<file path="config.mk">
export PLATFORM = sky130hd
export DESIGN_NAME = dw_mem_sequencer_flat
export DESIGN_NICKNAME = d
export VERILOG_FILES = /design/src/rtl/dw_mem_sequencer_if.sv /design/src/rtl/dw_mem_sequencer.sv /design/src/flat_wrapper.sv
export SDC_FILE = /design/constraint.sdc
export NUM_CORES = 1
export LEC_CHECK = 0
export ABC_CLOCK_PERIOD_IN_PS = 1650
export BUFFER_PORTS_ARGS = -buffer_cell sky130_fd_sc_hd__buf_2
export CORE_AREA = 2 2 105 107
export CTS_CLUSTER_SIZE = 24
export DETAILED_ROUTE_END_ITERATION = 10
export DIE_AREA = 0 0 107 109
export HOLD_SLACK_MARGIN = 0.05
export PLACE_DENSITY = 0.69
export SLEW_MARGIN = 0
export SYNTH_ARGS = -nofsm -noshare
export SYNTH_HDL_FRONTEND = slang
export SYNTH_SLANG_ARGS = --single-unit
</file>
<file path="constraint.sdc">
create_clock -name clk -period 1.65 [get_ports clk]
set_input_delay 0.0825 -clock clk [delete_from_list [all_inputs] [get_ports clk]]
set_output_delay 0.0825 -clock clk [all_outputs]
set_load 0.005 [all_outputs]
</file>
<file path="src/rtl/dw_mem_sequencer_if.sv">
// Data-memory port bundle between the MEM-stage sequencer and the memory.
interface dw_mem_sequencer_if;
    logic        mem_req;
    logic        mem_we;
    logic        mem_byte;
    logic [31:0] mem_addr;
    logic [31:0] mem_wdata;
    logic        mem_ready;
    logic [31:0] mem_rdata;

    modport master (
        output mem_req, mem_we, mem_byte, mem_addr, mem_wdata,
        input  mem_ready, mem_rdata
    );

    modport slave (
        input  mem_req, mem_we, mem_byte, mem_addr, mem_wdata,
        output mem_ready, mem_rdata
    );
endinterface

</file>
<file path="src/rtl/dw_mem_sequencer.sv">
// MEM-stage sequencer for the single 32-bit data-memory port. Splits
// double-word accesses into two word beats, waits on variable-latency
// memory, stalls the upstream pipeline, and flags misalign/timeout errors.
module dw_mem_sequencer #(
    parameter logic [1:0]  LOAD_WBSRC = 2'b01,
    parameter int unsigned TIMEOUT    = 255
) (
    input  logic        clk,
    input  logic        rst,
    input  logic        ex_flush,
    input  logic        ex_byte,
    input  logic        ex_mwrite,
    input  logic        ex_dw,
    input  logic [1:0]  ex_wbsrc,
    input  logic [31:0] ex_addr,
    input  logic [31:0] ex_wdata_lo,
    input  logic [31:0] ex_wdata_hi,
    dw_mem_sequencer_if.master mem,
    output logic [31:0] rd_lo,
    output logic [31:0] rd_hi,
    output logic        stall,
    output logic        misalign_err,
    output logic        bus_err
);

    localparam logic [7:0] TIMEOUT_C = 8'(TIMEOUT);

    typedef enum logic [1:0] {
        IDLE,
        B0_WAIT,
        B1
    } state_t;

    state_t      state_q, state_d;
    logic [31:0] lo_q, lo_d;
    logic [7:0]  wait_cnt_q, wait_cnt_d;

    logic acc;
    logic mis;
    logic req_raw;
    logic beat_done;
    logic last;
    logic timeout;
    logic flush_done;

    // Decode the pending access and the per-cycle handshake conditions.
    always_comb begin
        acc        = ~ex_flush & (ex_mwrite | (ex_wbsrc == LOAD_WBSRC));
        mis        = ex_dw ? (ex_addr[2:0] != 3'b000)
                           : (~ex_byte & (ex_addr[1:0] != 2'b00));
        // Any non-IDLE state has a beat outstanding.
        req_raw    = (state_q == IDLE) ? (acc & ~mis) : 1'b1;
        beat_done  = req_raw & mem.mem_ready;
        last       = (state_q == B1) | (~ex_dw & (state_q != B1));
        timeout    = (wait_cnt_q == TIMEOUT_C) & ~mem.mem_ready;
        // A flush arriving as beat 0 completes abandons beat 1.
        flush_done = (state_q == B0_WAIT) & beat_done & ex_flush;
    end

    assign mem.mem_req   = ~rst & req_raw;
    assign mem.mem_we    = ex_mwrite;
    assign mem.mem_byte  = ex_byte & ~ex_dw;
    assign mem.mem_addr  = (state_q == B1) ? {ex_addr[31:3], 3'b100} : ex_addr;
    assign mem.mem_wdata = (state_q == B1) ? ex_wdata_hi : ex_wdata_lo;

    assign stall        = ~rst & req_raw & ~(beat_done & (last | flush_done)) & ~timeout;
    assign misalign_err = ~rst & (state_q == IDLE) & acc & mis;
    assign bus_err      = ~rst & req_raw & timeout;

    assign rd_lo = ex_dw ? lo_q : mem.mem_rdata;
    assign rd_hi = mem.mem_rdata;

    // Next-state, beat-0 capture and wait-counter update.
    always_comb begin
        state_d    = state_q;
        lo_d       = lo_q;
        wait_cnt_d = wait_cnt_q;
        if (req_raw) begin
            if (timeout) begin
                state_d    = IDLE;
                wait_cnt_d = '0;
            end else if (mem.mem_ready) begin
                wait_cnt_d = '0;
                if ((state_q == B1) || flush_done || ~ex_dw) begin
                    state_d = IDLE;
                end else begin
                    state_d = B1;
                    lo_d    = mem.mem_rdata;
                end
            end else begin
                wait_cnt_d = wait_cnt_q + 8'd1;
                if (state_q == IDLE) begin
                    state_d = B0_WAIT;
                end
            end
        end
    end

    // Sequencer registers with synchronous reset.
    always_ff @(posedge clk) begin
        if (rst) begin
            state_q    <= IDLE;
            lo_q       <= '0;
            wait_cnt_q <= '0;
        end else begin
            state_q    <= state_d;
            lo_q       <= lo_d;
            wait_cnt_q <= wait_cnt_d;
        end
    end

endmodule

</file>
<file path="src/flat_wrapper.sv">
// flat-port wrapper written by rule: the top's interface ports become plain ports
module dw_mem_sequencer_flat 
#(
    parameter logic [1:0]  LOAD_WBSRC = 2'b01,
    parameter int unsigned TIMEOUT    = 255
)
  (clk, rst, ex_flush, ex_byte, ex_mwrite, ex_dw, ex_wbsrc, ex_addr, ex_wdata_lo, ex_wdata_hi, rd_lo, rd_hi, stall, misalign_err, bus_err, mem_mem_req, mem_mem_we, mem_mem_byte, mem_mem_addr, mem_mem_wdata, mem_mem_ready, mem_mem_rdata);
  dw_mem_sequencer_if mem_i ();
  input  logic clk;
  input  logic rst;
  input  logic ex_flush;
  input  logic ex_byte;
  input  logic ex_mwrite;
  input  logic ex_dw;
  input  logic [1:0] ex_wbsrc;
  input  logic [31:0] ex_addr;
  input  logic [31:0] ex_wdata_lo;
  input  logic [31:0] ex_wdata_hi;
  output logic [31:0] rd_lo;
  output logic [31:0] rd_hi;
  output logic stall;
  output logic misalign_err;
  output logic bus_err;
  output wire logic [$bits(mem_i.mem_req)-1:0] mem_mem_req;
  output wire logic [$bits(mem_i.mem_we)-1:0] mem_mem_we;
  output wire logic [$bits(mem_i.mem_byte)-1:0] mem_mem_byte;
  output wire logic [$bits(mem_i.mem_addr)-1:0] mem_mem_addr;
  output wire logic [$bits(mem_i.mem_wdata)-1:0] mem_mem_wdata;
  input wire logic [$bits(mem_i.mem_ready)-1:0] mem_mem_ready;
  input wire logic [$bits(mem_i.mem_rdata)-1:0] mem_mem_rdata;
  assign mem_mem_req = mem_i.mem_req;
  assign mem_mem_we = mem_i.mem_we;
  assign mem_mem_byte = mem_i.mem_byte;
  assign mem_mem_addr = mem_i.mem_addr;
  assign mem_mem_wdata = mem_i.mem_wdata;
  assign mem_i.mem_ready = mem_mem_ready;
  assign mem_i.mem_rdata = mem_mem_rdata;
  dw_mem_sequencer #(.LOAD_WBSRC(LOAD_WBSRC), .TIMEOUT(TIMEOUT)) u_core (.clk(clk), .rst(rst), .ex_flush(ex_flush), .ex_byte(ex_byte), .ex_mwrite(ex_mwrite), .ex_dw(ex_dw), .ex_wbsrc(ex_wbsrc), .ex_addr(ex_addr), .ex_wdata_lo(ex_wdata_lo), .ex_wdata_hi(ex_wdata_hi), .mem(mem_i), .rd_lo(rd_lo), .rd_hi(rd_hi), .stall(stall), .misalign_err(misalign_err), .bus_err(bus_err));
endmodule
</file>
## Word level (Yosys, flattened, before mapping)

Index checks and enable logic that the tools add are counted.

| operators by class | value |
|---|---|
| mux-type cells | 11 |
| bitwise logic cells | 29 |
| equal/unequal tests | 5 |
| reduce and logical (&&, ||, !) cells | 8 |
| add/sub/neg operators | 1 |

Operators with widths:

| operator | count |
|---|---|
| 32-bit 2-to-1 mux | 2 |
| 1-bit AND | 17 |
| 8-bit 2-to-1 mux | 2 |
| 1-bit inverter | 9 |
| 8-bit by 1-bit adder with 8-bit output, second input constant | 1 |
| 8-bit equality test, second input constant | 1 |
| 2-bit 2-to-1 mux | 4 |
| 3-bit nonzero test | 2 |
| 2-bit by 1-bit equality test with 1-bit output, second input constant | 2 |
| 4-bit AND reduction | 1 |
| 3-bit 2-to-1 mux | 1 |
| 1-bit bitwise OR | 3 |
| 2-bit equality test, second input constant | 1 |
| 2-bit zero test | 1 |
| 1-bit logical OR | 2 |
| 1-bit 2-to-1 mux | 2 |
| 2-bit inequality test, second input constant | 1 |
| 2-bit AND reduction | 1 |
| 2-bit nonzero test | 1 |

| word-level totals | value |
|---|---|
| input port bits | 137 |
| register bits after elaboration | 42 |
| logic and storage cells | 57 |

## Logic depth before layout (Yosys ltp)

Gate-level depths: netlist of run 1.

| logic depth | value |
|---|---|
| depth in word-level cells | 14 |
| mapped depth | 6 |

## Worst setup path after synthesis of run 1

OpenSTA, ideal clock, no wires.

| timing path | value |
|---|---|
| path type | input to register |
| start | input ex_addr[1] |
| end | register u_core.lo_q[0] |
| cell stages on the path | 5 |
| path slack | 0.017 ns |
| data required time | 1.578 ns |
| data arrival time | 1.561 ns |
| library setup time | 0.072 ns |
| cells stage by stage | o31a_1 > a2111o_1 > a21oi_4 > buf_12 > mux2i_1 |

| between the ends | value |
|---|---|
| longest elaborated chain between the ends | 13 |

Ends and longest elaborated chain:

| element | line | text |
|---|---|---|
| from (decl) | flat_wrapper.sv:16 | `input logic [31:0] ex_addr;` |
| 2-bit nonzero test | dw_mem_sequencer.sv:50 | `: (~ex_byte & (ex_addr[1:0] != 2'b00));` |
| 1-bit AND | dw_mem_sequencer.sv:50 |  |
| 1-bit 2-to-1 mux (*) | dw_mem_sequencer.sv:49 | `mis = ex_dw ? (ex_addr[2:0] != 3'b000)` |
| 1-bit inverter (*) | dw_mem_sequencer.sv:52 | `req_raw = (state_q == IDLE) ? (acc & ~mis) : 1'b1;` |
| 1-bit AND (*) | dw_mem_sequencer.sv:52 |  |
| 1-bit 2-to-1 mux (*) | dw_mem_sequencer.sv:52 |  |
| 1-bit AND | dw_mem_sequencer.sv:53 | `beat_done = req_raw & mem.mem_ready;` |
| 1-bit AND (2 in series) | dw_mem_sequencer.sv:57 | `flush_done = (state_q == B0_WAIT) & beat_done & ex_flush;` |
| 1-bit logical OR (2 in series) | dw_mem_sequencer.sv:84 | `if ((state_q == B1) \|\| flush_done \|\| ~ex_dw) begin` |
| 1-bit inverter (no line) | -- |  |
| 4-bit AND reduction (no line) (*) | -- |  |
| to (signal assigned) | dw_mem_sequencer.sv:107 | `lo_q <= lo_d;` |
| to (decl) | dw_mem_sequencer.sv:35 | `logic [31:0] lo_q, lo_d;` |

Mark *: on every way between the ends. The rest lies on a longest branch, timed or not.
A chain may end at the register's enable or synchronous reset.

## Final worst setup path of run 1

| timing path | value |
|---|---|
| start | register u_core.wait_cnt_q[1] |
| end | output stall |

| between the ends | value |
|---|---|
| longest elaborated chain between the ends | 4 |

Ends and longest elaborated chain:

| element | line | text |
|---|---|---|
| from (decl) | dw_mem_sequencer.sv:36 | `logic [7:0] wait_cnt_q, wait_cnt_d;` |
| from (signal assigned) | dw_mem_sequencer.sv:108 | `wait_cnt_q <= wait_cnt_d;` |
| 8-bit equality test | dw_mem_sequencer.sv:55 | `timeout = (wait_cnt_q == TIMEOUT_C) & ~mem.mem_ready;` |
| 1-bit AND | dw_mem_sequencer.sv:55 |  |
| 1-bit inverter | dw_mem_sequencer.sv:66 | `assign stall = ~rst & req_raw & ~(beat_done & (last \| flush_done)) & ~timeout;` |
| 1-bit AND | dw_mem_sequencer.sv:66 |  |
| to (decl) | flat_wrapper.sv:21 | `output logic stall;` |

No other way between the ends.

==> metrics, run 1 <==
setup ws final -0.0649 ns; Crit Path Class reg -> out; Worst VDD drop 0.299 mV; antenna violations before repair 1; post-route clock period utilization 104%; cell area after synthesis 0.00319 mm^2; post-layout min period 1.71 ns; DP Area 0.00401 mm^2; global-route wire length before repair 14,500 um; failing checks negative setup slack; die height 109 um; TritonCTS Sinks 42; largest area contributor in the netlist dfxtp_1; skew final between 0.01 and 0.015 ns; CP arrival 1.63 ns; Via Count about 3,200; Core Region 0.0106 mm^2; Distinct cells, synth 44; FP Rows 38; post-synthesis average cell area 9.01 um^2; die area 0.0117 mm^2; IO Port Bufs 212; maximum clock rate 583 MHz; Post-Synthesis Cells about 350; layout cells sized above 1 61.6%; dpl cells about 640; Initial Util 30.1%; largest net degree at the start of global routing 38; max_cap viols 0; RR Startpoint u_core.state_q[1]; antenna cells 0; Clock Tree Buf Depth 2; DR iter-0 viols 172; num ports 271; critical path data required time 1.57 ns; PwrDens ~530 mW/mm^2; Max H-tree Level 2; GRT Total Usage around 16%; via density per instance 4.73; most frequent cells in the layout buf_2, nand2_1, mux2_2; Clk pin slew, worst setup/hold paths 0.08 ns; RSZ-0062 raised after global routing true; worst min path class in -> reg; grt total ovfl 0; cts bufs inserted 5; Tightest Pin Transition 0.391 ns; CP Capture Type primary output; Residual DRC 0; CTS tree done; min-delay src mem_mem_rdata[24]; hpwl dp 7330 um; endpoints failing setup 14; Yosys Warn Count 0; Clk Latency, worst-skew pair 0.30 ns; hold path depth 3; hold_ws 0.0601 ns; Slew Limit Fails 0; fill count 1,038; sequential fraction of the synthesis area 26.4%; Routed WL per cell roughly 15 um; Worst setup startpoint u_core.wait_cnt_q[1]; top cells by area, synth dfxtp_1, mux2_2, buf_4, mux2i_1, nand2_1; post-synth top area share approximately a quarter; Area Growth Syn to Fin 47.0%; Register-to-Register Path Depth 6; DR pass1 iterations 4; status complete, but fails checks; Finished Cell Area 0.00469 mm^2; Pleak 2.18 nW; ANT nets after route 0; final hold viol count 0; Max FO, Critical Path 3; Startpoint Class flop; Yosys reg bits 42; Hold EP u_core.lo_q[24]; RD Place Congestion 0.858; commonest non-fill, non-tap cell in the layout buf_2; Layout Cells excl Fill 682; Root Buffer Master clkbuf_8; vias in the first global route 2,973; Die W 107 um; Max transition margin 73.9%; Reg-to-Reg End u_core.lo_q[22]; Syn Nets 492; flop2flop setup slack 0.03 ns; # nets final 679; routed wire length 10,400 um
per-stage QoR:
step | utilization, % | TNS (ns) | total power, mW | setup slack (ns)
after CTS | 42.9 | -1.58 | 2.48 | -0.0734
after detailed placement | 37.8 | -3.31 | 1.72 | -0.188
after global placement | 37.8 | -1.49 | 1.70 | -0.134
after floorplan | - | 0 | 1.48 | 0.0170
final | 44.2 | -0.276 | 2.48 | -0.0649
after global routing | 44.2 | -2.13 | 2.64 | -0.130
routing by layer:
layer | share of wire (%) | global-route usage [%] | routed length, um | vias to the layer above
met1 | 42 | 20.0 | 4360 | 1529
li1 | - | - | - | 1544
met2 | 50 | 26.3 | 5150 | 137
met4 | 0.82 | 2.69 | 85 | 2
met3 | 7.3 | 4.36 | 761 | 13
met5 | 0.13 | 0 | 13 | -
registers in the layout, indices dropped and copies added (netlist names):
signal	count
u_core.lo_q	32
u_core.wait_cnt_q	8
u_core.state_q	2
cells in the mapped netlist, drive strengths merged:
library cell / number
clkinv: 1
a2111o: 1
mux2: 64
a21o: 1
ha: 1
nand4b: 2
nand3: 1
a32o: 1
a311oi: 2
o21a: 1
o32ai: 2
nor2: 6
nor4: 2
a2bb2oi: 1
nand2: 68
clkbuf: 13
o31ai: 1
a31o: 1
o31a: 1
o21ba: 1
nor2b: 5
dfxtp: 42
and3: 2
nor3: 4
nand3b: 1
nand2b: 1
nand4: 1
a31oi: 2
mux2i: 32
and2: 3
a21oi: 7
buf: 70
a211oi: 2
o22a: 1
o2111a: 1
inv: 4
or2: 2
a2111oi: 3
kinds of logic after synthesis:
kind of cell	count (synthesis)	synth area share [%]
AND/OR/NAND/NOR	98	13.4
multiplexers	96	32.6
buffers and inverters	88	19.2
flip-flops	42	26.4
AO/OA/AOI/OAI	29	7.96
adder cells (fa/ha/maj)	1	0.392
power breakdown:
part           switching [mW]  total (mW)  internal [mW]
clock                   0.357       0.656          0.299
sequential             0.0140        1.05           1.03
combinational           0.330       0.776          0.445
total                   0.702        2.48           1.78
repair_timing:
item,CTS,global route
hold endpoints to repair,21,0
gates resized for setup,35,17
cloned,3,3
hold buffers,21,0
setup buffers,4,4
pin swaps,3,7
endpoints found under the setup margin,37,44
worst max-delay path, stage by stage (launching register included):
cell and delay [ns]:
dfxtp_2 0.34, ha_4 0.16, and2_4 0.17, and2_4 0.14, a21o_1 0.17, a211oi_2 0.22
buf_2 0.14
layout make-up:
cell class	count	area, um^2	share of cell area (%)
repair buffers	263	1720	36.6
well taps	140	175	3.74
inverters	5	18.8	0.400
clock inverters	2	13.8	0.293
flip-flops and latches	42	848	18.1
multi-input cells	224	1840	39.3
clock buffers	6	72.6	1.55
worst max-delay path by stage:
stage / end / slack, ns / depth (start not counted)
after floorplan: u_core.lo_q[0] / 0.02 / 5
after global placement: u_core.wait_cnt_q[2] / -0.13 / 5
after detailed placement: u_core.wait_cnt_q[7] / -0.19 / 6
after CTS: mem_mem_wdata[14] / -0.07 / 5
after global routing: stall / -0.13 / 6
final: stall / -0.06 / 6
Power figures use the tool's default switching activity.
==> run 2, diff against run 1 <==
- CORE_AREA: 2 2 105 107 -> 2 2 106 108
- CTS_BUF_LIST: not set -> sky130_fd_sc_hd__clkbuf_4
- DIE_AREA: 0 0 107 109 -> 0 0 108 110
- PLACE_DENSITY: 0.69 -> 0.68
- SLEW_MARGIN: 0 -> 20
- TNS_END_PERCENT: not set -> 30
==> metrics, run 2 (synthesis results as in run 1) <==
post-layout min period between 1.5 and 2 ns; RD Place Congestion 0.798; TritonCTS Sinks 42; Max H-tree Level 2; Crit path max-delay family buffers and inverters; flip-flop count of the largest register after layout 32; Largest Register u_core.lo_q; fill count roughly 1,100; vias in the first global route 2,951; maximum clock rate 563 MHz; antenna cells 0; GRT Total Usage 14.9%; post-layout util 44.1%; flop2flop setup slack 0.07 ns; max_cap viols 0; global-route wire length before repair 14,100 um; Routed WL per cell 15.0 um; Crit Path Class reg -> out; largest net degree at the start of global routing 36; Regs by FF count u_core.lo_q (32), u_core.wait_cnt_q (8), u_core.state_q (2); cts bufs inserted 5; grt total ovfl 0; hpwl dp 7470 um; FP Rows 38; failing checks negative setup slack; RSZ-0062 raised after global routing true; DP Area 0.00402 mm^2; skew final 0.0168 ns; Max FO, Critical Path 9; Worst path slowest cell dfxtp_2; layout cells sized above 1 60.8%; most frequent cells in the layout buf_2, nand2_1, mux2_2; num ports between 200 and 300; commonest non-fill, non-tap cell in the layout buf_2; Initial Util about 30%; Area Growth Syn to Fin 47.8%; Tightest Pin Transition 0.493 ns; DR iter-0 viols 173; post-route clock period utilization 108%; via density per instance roughly 4.6; Clock Tree Buf Depth 2; setup_tns -2.02 ns; Max transition margin 67.0%; routed wire length 10,400 um; setup ws final -0.127 ns; die area roughly 0.012 mm^2; endpoints failing setup 22; crit-path max cell delay roughly 0.37 ns; Finished Cell Area 0.00471 mm^2; Slew Limit Fails 0; CP Capture Type primary output; Core Region 0.0107 mm^2; status complete, but fails checks; IO Port Bufs 212; crit-path cells nor2b_4 > buf_4 > buf_12 > mux2_2 > buf_2; die height 110 um; Clk pin slew, worst setup/hold paths between 0.1 and 0.15 ns; area taken by flip-flops and latches between 800 and 900 um^2; DR pass1 iterations 4; CTS tree done; Via Count 3,194; final hold viol count 0; hold_ws 0.103 ns; worst min path class in -> reg; Setup WS pre-CTS -0.166 ns; Worst VDD drop 0.224 mV; Residual DRC 0; Startpoint Class flop; Pleak about 2.2 nW; Clk Latency, worst-skew pair around 0.34 ns; # nets final 690; PwrDens 499 mW/mm^2; CP arrival 1.69 ns; Root Buffer Master clkbuf_4; Die W roughly 110 um; antenna violations before repair 0; CP bufs+invs 3; critical path data required time 1.57 ns; ANT nets after route 0; multi-input gate area in the final layout 0.00186 mm^2
[run 2: timing repair]
item	in CTS	in global routing
buffers inserted	7	1
hold endpoints to repair	33	0
setup endpoints to repair	37	45
resized for setup	23	32
cloned	2	0
pin swaps	2	1
hold buffers	33	0
[run 2: worst paths after layout]
path / start / end / cells past startpoint
setup / recovery: u_core.state_q[1] / mem_mem_wdata[19] / 5
hold reg to reg: u_core.lo_q[16] / u_core.lo_q[16] / 2
setup reg to reg: u_core.state_q[1] / u_core.lo_q[18] / 5
hold / removal: rst / u_core.wait_cnt_q[6] / 2
[run 2: layer usage]
metal / global-route usage, % / vias to the layer above / wire length (um)
met5: 0 / - / 0
met4: 3.57 / 0 / 57
met3: 4.00 / 16 / 772
met2: 24.0 / 109 / 5260
met1: 19.8 / 1517 / 4280
li1: - / 1552 / -
[run 2: layout make-up]
class                   instances  share of cell area (%)
clock buffers                   6                   0.955
inverters                       5                   0.398
well taps                     140                    3.72
repair buffers                274                    37.3
clock inverters                 2                   0.292
multi-input cells             224                    39.4
flip-flops and latches         42                    18.0
[run 2: through the flow]
step	instances	total power [mW]
after floorplan	354	1.48
after global placement	643	1.70
after detailed placement	643	1.72
after CTS	693	2.34
after global routing	693	2.50
final	693	2.35
[run 2: power by group]
| part | switching [mW] | internal, mW | total, mW |
|---|---|---|---|
| sequential | 0.0135 | 1.04 | 1.05 |
| combinational | 0.328 | 0.454 | 0.781 |
| clock | 0.337 | 0.184 | 0.522 |
